File: config.mk
export PLATFORM = sky130hd
export DESIGN_NAME = gen_linear_part_seq
export DESIGN_NICKNAME = d
export VERILOG_FILES = /design/src/rtl/gen_linear_part_seq.sv
export SDC_FILE = /design/constraint.sdc
export NUM_CORES = 1
export LEC_CHECK = 0
export ABC_AREA = 1
export CAP_MARGIN = 20
export CORE_ASPECT_RATIO = 0.9
export CORE_MARGIN = 3
export CORE_UTILIZATION = 59
export CTS_BUF_LIST = sky130_fd_sc_hd__clkbuf_4 sky130_fd_sc_hd__clkbuf_8
export DETAILED_ROUTE_END_ITERATION = 10
export GPL_ROUTABILITY_DRIVEN = 1
export MAX_ROUTING_LAYER = met4
export PLACE_DENSITY_LB_ADDON = 0.3
export SLEW_MARGIN = 25
export SYNTH_ARGS = -nofsm -noshare
export SYNTH_HDL_FRONTEND = slang
export SYNTH_SLANG_ARGS = --single-unit
export TNS_END_PERCENT = 20
File: constraint.sdc
create_clock -name clk -period 2.3 [get_ports clk]
set_input_delay 0.46 -clock clk [delete_from_list [all_inputs] [get_ports clk]]
set_output_delay 0.46 -clock clk [all_outputs]
set_load 0.05 [all_outputs]
File: src/rtl/gen_linear_part_seq.sv
// gen_linear_part_seq: sequential linear part of a decomposed CLA adder.
// Captures a,b, XOR-folds the non-linear term stream into per-bit
// accumulators LANES terms per beat, then emits s = a ^ b ^ fold(n).
// Ports:
//   clk, rst                 clock, synchronous active-high reset
//   op_valid/op_ready, a, b  operand handshake
//   n_valid/n_ready, n_data  term beats, lane 0 = lowest term index
//   out_valid/out_ready, s   result handshake
module gen_linear_part_seq #(
    parameter int WIDTH = 4,
    parameter int LANES = 1
) (
    input  logic             clk,
    input  logic             rst,
    input  logic             op_valid,
    output logic             op_ready,
    input  logic [WIDTH-1:0] a,
    input  logic [WIDTH-1:0] b,
    input  logic             n_valid,
    output logic             n_ready,
    input  logic [LANES-1:0] n_data,
    output logic             out_valid,
    input  logic             out_ready,
    output logic [WIDTH-1:0] s
);

    localparam int NT     = (1 << (WIDTH + 1)) - WIDTH - 3;
    localparam int NBEATS = (NT + LANES - 1) / LANES;
    localparam int CW     = (NBEATS > 1) ? $clog2(NBEATS) : 1;

    typedef enum logic [1:0] {
        S_IDLE  = 2'd0,
        S_ACCUM = 2'd1,
        S_DONE  = 2'd2
    } state_t;

    state_t           r_state;
    logic [WIDTH-1:0] r_a;
    logic [WIDTH-1:0] r_b;
    logic [WIDTH-1:0] r_acc;
    logic [CW-1:0]    r_cnt;
    logic             r_op_rdy;
    logic             r_n_rdy;
    logic             r_out_vld;
    logic [WIDTH-1:0] r_s;

    logic [WIDTH-1:0] w_fold;
    logic [WIDTH-1:0] w_acc_nx;
    logic             w_last;

    // Term j feeds sum bit i when it lies in bit i's window; padding
    // lanes past the last real term never match.
    function automatic logic in_bit(int j, int i);
        int lo;
        lo = (1 << (i + 1)) - i - 3;
        return (j >= lo) && (j < lo + (1 << (i + 1)) - 1) && (j < NT);
    endfunction

    always_comb begin
        w_fold = '0;
        for (int i = 1; i < WIDTH; i++) begin
            for (int l = 0; l < LANES; l++) begin
                if (in_bit(int'(r_cnt) * LANES + l, i))
                    w_fold[i] = w_fold[i] ^ n_data[l];
            end
        end
    end

    // Bit 0 of the accumulator is never touched, so it stays zero.
    assign w_acc_nx = r_acc ^ w_fold;
    assign w_last   = (r_cnt == CW'(NBEATS - 1));

    // In DONE a retiring result frees the block for the next operands.
    assign op_ready  = r_op_rdy | ((r_state == S_DONE) & out_ready);
    assign n_ready   = r_n_rdy;
    assign out_valid = r_out_vld;
    assign s         = r_s;

    always_ff @(posedge clk) begin
        if (rst) begin
            r_state   <= S_IDLE;
            r_a       <= '0;
            r_b       <= '0;
            r_acc     <= '0;
            r_cnt     <= '0;
            r_op_rdy  <= 1'b1;
            r_n_rdy   <= 1'b0;
            r_out_vld <= 1'b0;
            r_s       <= '0;
        end else begin
            unique case (r_state)
                S_IDLE: begin
                    if (op_valid) begin
                        r_a      <= a;
                        r_b      <= b;
                        r_acc    <= '0;
                        r_cnt    <= '0;
                        r_op_rdy <= 1'b0;
                        r_n_rdy  <= 1'b1;
                        r_state  <= S_ACCUM;
                    end
                end
                S_ACCUM: begin
                    if (n_valid) begin
                        r_acc <= w_acc_nx;
                        r_cnt <= r_cnt + CW'(1);
                        if (w_last) begin
                            r_n_rdy   <= 1'b0;
                            r_out_vld <= 1'b1;
                            r_s       <= r_a ^ r_b ^ w_acc_nx;
                            r_state   <= S_DONE;
                        end
                    end
                end
                S_DONE: begin
                    if (out_ready) begin
                        r_out_vld <= 1'b0;
                        if (op_valid) begin
                            r_a     <= a;
                            r_b     <= b;
                            r_acc   <= '0;
                            r_cnt   <= '0;
                            r_n_rdy <= 1'b1;
                            r_state <= S_ACCUM;
                        end else begin
                            r_op_rdy <= 1'b1;
                            r_state  <= S_IDLE;
                        end
                    end
                end
                default: begin
                    r_op_rdy  <= 1'b1;
                    r_n_rdy   <= 1'b0;
                    r_out_vld <= 1'b0;
                    r_state   <= S_IDLE;
                end
            endcase
        end
    end

endmodule

---- After elaboration in Yosys (flattened, before gate mapping) ----
Cells that the tools add are included.
operators by class
  add/sub/neg operators ................... 1
  order comparisons ....................... 6
  equal/unequal tests ..................... 8
  muxes and demuxes ....................... 36
  bitwise logic cells ..................... 7
  reduce and logical (&&, ||, !) cells .... 16
operators by type and width
  operator                                                            number
  two-way mux 4 bit                                                   7
  case mux 4 bit (2 select lines)                                     2
  two-way mux 5 bit                                                   3
  case mux 5 bit (3 select lines)                                     1
  two-way mux 1 bit                                                   14
  case mux 4 bit (3 select lines)                                     1
  AND reduction 4 bit                                                 3
  bitwise XOR 4 bit                                                   3
  != test 2 bit (second input constant)                               5
  case mux 1 bit (3 select lines)                                     3
  AND reduction 3 bit                                                 3
  two-way mux 2 bit                                                   4
  logical AND 1 bit                                                   6
  case mux 2 bit (3 select lines)                                     1
  adder 5 x 1 -> 5 bit (second input constant)                        1
  == test 5 bit (second input constant)                               1
  greater-or-equal comparator 5 x 1 -> 1 bit (second input constant)  1
  greater-or-equal comparator 5 x 2 -> 1 bit (second input constant)  1
  greater-or-equal comparator 5 x 4 -> 1 bit (second input constant)  1
  < comparator 5 x 2 -> 1 bit (second input constant)                 1
  < comparator 5 x 4 -> 1 bit (second input constant)                 1
  < comparator 5 bit (second input constant)                          1
  nonzero test 3 bit                                                  1
  == test 2 x 1 -> 1 bit (second input constant)                      1
  other kinds (7)                                                     8
storage, ports and cells
  flip-flop bits (word level) ............. 26
  output and inout bits ................... 7

---- Depth between registers and ports, before layout ----
  depth in word-level cells ............... 7
  depth in mapped cells ................... 10
  depth with buffers taken out ............ 10

---- Least setup slack after synthesis ----
Ideal clock, no wire load.
  path kind ............................... register to output
  start ................................... register r_state[1]
  end ..................................... output port op_ready
  arrival ................................. 1.680 ns
  required time ........................... 1.840 ns
  setup slack ............................. 0.160 ns
  cell stages (with the launch flop) ...... 3
  path through ............................ dfxtp_1 inv_2 o31ai_1
on the way
  word-level cells in the longest chain between the ends .. 3
ends and longest elaborated chain
  what                      line  source
  start: declaration        37    state_t r_state;
  start signal: assignment  81    r_state <= S_IDLE;
  start signal: assignment  100   r_state <= S_ACCUM;
  start signal: assignment  111   r_state <= S_DONE;
  == test 2 bit             74    assign op_ready = r_op_rdy | ((r_state == S_DONE) & out_ready);
  AND 1 bit                 74
  bitwise OR 1 bit          74
  end: declaration          16    output logic op_ready,
No other way between the ends.

---- Worst setup path in the final report ----
  start ................................... input port out_ready
  end ..................................... output port op_ready
on the way
  word-level cells in the longest chain between the ends .. 2
ends and longest elaborated chain
  what                line  source
  start: declaration  23    input logic out_ready,
  AND 1 bit           74
  bitwise OR 1 bit    74
No other way between the ends.

==> reports/results.txt <==
CTS tree - yes
Power Total - 0.0008177 W
routability congestion estimate - 0.7939
Area Growth Syn to Fin - 20.77%
max cap viols - 0
Synth Register Bits - 25
initial core utilization - 65.09%
Final nets - 220
layout cell share with drive strength beyond 1 - 13.37%
FP Rows - 15
Seq. cell area - 500.5 µm²
worst slew pin tran - 0.5003 ns
synth warn - 0
CP max FO - 2
Die Span Y - 50.45 µm
Fill cells - 151
Skew-Pair Late Insertion Delay - 0.32 ns
post-DR vias/cell - 5.203
routed wire length - 2548 µm
Clock Sinks - 25
WL/cell - 11.22 µm
Antenna Cells - 0
Worst setup SP type - primary input
Pins Over Slew Limit - 0
detailed-route DRC error count - 0
Detailed Routing Iterations Pass 1 - 4
period utilization - 90.61%
die area - 2794 µm²
endpoints failing setup - 0
Cell variety after synth - 31
WP data arrival - 1.62 ns
initial antenna violation count - 0
final worst path period need - 2.084 ns
# IOs - 21
CTS resizes - 0
Die W - 55.39 µm
GRT overflow - 0
Finished Layout Cells - 227
setup tns final - 0 ns
Mean Syn Cell Area - 7.235 µm²
slew margin rel. - 66.54%
pre-CTS WS - 0.2088 ns
Hold-fix buffers, CTS - 0
Core Box Area - 1989 µm²
CTS H-Tree Depth - 1
Critical Path End Type - primary output
HP Class - reg -> reg
final count of hold timing violations - 0
leak pwr - 0.6848 nW
Routed Antenna Nets - 0
register area share after synthesis - 38.65%
fmax - 0.4798 GHz
vias in the first global route - 1,166
first-pass GRT wire length - 4781 µm
syn nets - 196
Cell Area, Synth - 1295 µm²
Post-CTS Setup Inserts - 0
clock root buffer - clkbuf_4
final setup margin - 0.2159 ns
footprint of the multi-input gates - 674.4 µm²
Post-DP HPWL - 2022 µm
GRT Total Usage - 21.97%
Cell Pwr Density - 522.8 nW/µm²
RSZ-0062 raised after global routing - false
clock slew at reported path FFs - 0.12 ns
Crit Path Class - in -> out
skew final - 0.002783 ns
status - finished, final reports clean
placed insts - 223
CTS Buffer Depth - 2
largest net degree at the start of global routing - 15
routed vias - 1,181
# port buffers - 20
VDD IR max - 503.6 µV
Synth Instances - 179
DR iter-0 viols - 36
CP required - 1.84 ns
TritonCTS Buffers - 3
area by class of cell:
| cell class | count | area share [%] |
|---|---|---|
| multi-input combinational | 124 | 43.12 |
| tap | 25 | 2.000 |
| clock buffer | 3 | 1.440 |
| timing repair buffer | 22 | 14.40 |
| sequential | 25 | 32.00 |
| clock inverter | 1 | 0.3200 |
| inverter | 27 | 6.720 |
cell families (layout without fill, tap and decap cells):
group	Yosys count	count (layout)	share of synthesized area [%]
flops	25	25	38.65
xor+xnor	6	6	4.058
buf+inv	30	53	9.275
compound gates	33	33	15.56
simple gates	82	82	29.57
fa+ha+maj	3	3	2.899
final timing paths:
path | startpoint | to | slack [ns] | cells after the start
hold reg to reg | out_valid$_SDFFE_PP0P_ | out_valid$_SDFFE_PP0P_ | 0.47 | 2
hold / removal | out_valid$_SDFFE_PP0P_ | out_valid$_SDFFE_PP0P_ | 0.47 | 2
setup / recovery | out_ready | op_ready | 0.22 | 4
setup reg to reg | r_cnt[0]$_SDFFE_PP0P_ | s[2]$_SDFFE_PP0P_ | 0.87 | 9
power breakdown:
| group | switching, W | internal (W) | total (W) |
|---|---|---|---|
| Sequential | 0.0000143 | 0.000453 | 0.000468 |
| Clock | 0.000125 | 0.0000651 | 0.000190 |
| Combinational | 0.0000899 | 0.0000699 | 0.000160 |
placed cells by master (no fill, tap or decap), types with 2 or more instances in the layout:
| cell type | n |
|---|---|
| a211oi_2 | 2 |
| a21oi_1 | 11 |
| buf_4 | 2 |
| clkbuf_4 | 3 |
| clkdlybuf4s50_1 | 19 |
| clkinv_2 | 2 |
| dfxtp_1 | 25 |
| ha_1 | 3 |
| inv_1 | 21 |
| inv_2 | 4 |
| nand2_1 | 27 |
| nand2_2 | 2 |
| nand3_1 | 12 |
| nand3_2 | 2 |
| nand4_1 | 2 |
| nor2_1 | 30 |
| nor2_4 | 2 |
| o21ai_0 | 15 |
| xnor2_1 | 4 |
| xor2_1 | 2 |
flip-flops by register name, indices dropped and copies added (netlist names):
| name | cells |
|---|---|
| r_cnt | 5 |
| r_a | 4 |
| r_b | 4 |
| s | 4 |
| r_acc | 3 |
| r_state | 2 |
| n_ready | 1 |
| out_valid | 1 |
| r_op_rdy | 1 |
per-layer routing:
| layer | global-route usage, % | up-vias | share of wire [%] | routed length, µm |
|---|---|---|---|---|
| met5 | - | - | 0 | 0 |
| met4 | 10.12 | 0 | 2.2 | 55 |
| li1 | - | 617 | - | - |
| met2 | 36.81 | 31 | 50 | 1264 |
| met1 | 24.88 | 525 | 43 | 1108 |
| met3 | 5.398 | 8 | 4.7 | 120 |
critical path, cell delays in order:
cell and delay, ns:
clkdlybuf4s50_1 0.53, inv_1 0.08, o31ai_1 0.36, buf_12 0.19
synthesized netlist by cell type:
| library cell | number | area [µm²] |
|---|---|---|
| nand2_4 | 1 | 11.26 |
| a21oi_2 | 1 | 8.760 |
| ha_1 | 3 | 37.54 |
| nand2_1 | 27 | 101.4 |
| o31ai_1 | 1 | 7.510 |
| o21ai_1 | 1 | 5.000 |
| a211oi_2 | 2 | 25.02 |
| o21ai_4 | 1 | 16.27 |
| dfxtp_1 | 25 | 500.5 |
| o21ai_2 | 1 | 8.760 |
| xnor2_1 | 4 | 35.03 |
| xor2_1 | 2 | 17.52 |
| nand3_2 | 2 | 20.02 |
| nand3_1 | 12 | 60.06 |
| buf_1 | 1 | 3.750 |
| nor3b_2 | 1 | 12.51 |
| nand4_1 | 2 | 12.51 |
| nor2_4 | 2 | 22.52 |
| buf_4 | 1 | 7.510 |
| nor2_1 | 30 | 112.6 |
| o21ai_0 | 15 | 75.07 |
| nor2_2 | 1 | 6.260 |
| nor4_1 | 1 | 6.260 |
| clkinv_2 | 1 | 5.000 |
| inv_2 | 4 | 15.01 |
| nand2_2 | 2 | 12.51 |
| inv_1 | 21 | 78.83 |
| a21oi_1 | 11 | 55.05 |
| nor3_1 | 1 | 5.000 |
| inv_4 | 1 | 6.260 |
| clkbuf_1 | 1 | 3.750 |
through the flow:
| stage | area (µm²) | utilization [%] | hold WS (ns) |
|---|---|---|---|
| 3_3_place_gp | 1536 | 77.23 | 0.4412 |
| 5_1_grt | 1564 | 78.62 | 0.4874 |
| 6_report | 1564 | 78.62 | 0.4680 |
| 2_1_floorplan | 1295 | - | 0.4567 |
| 4_1_cts | 1564 | 78.62 | 0.4729 |
| 3_5_place_dp | 1536 | 77.23 | 0.4476 |
Power figures use the tool's default switching activity.
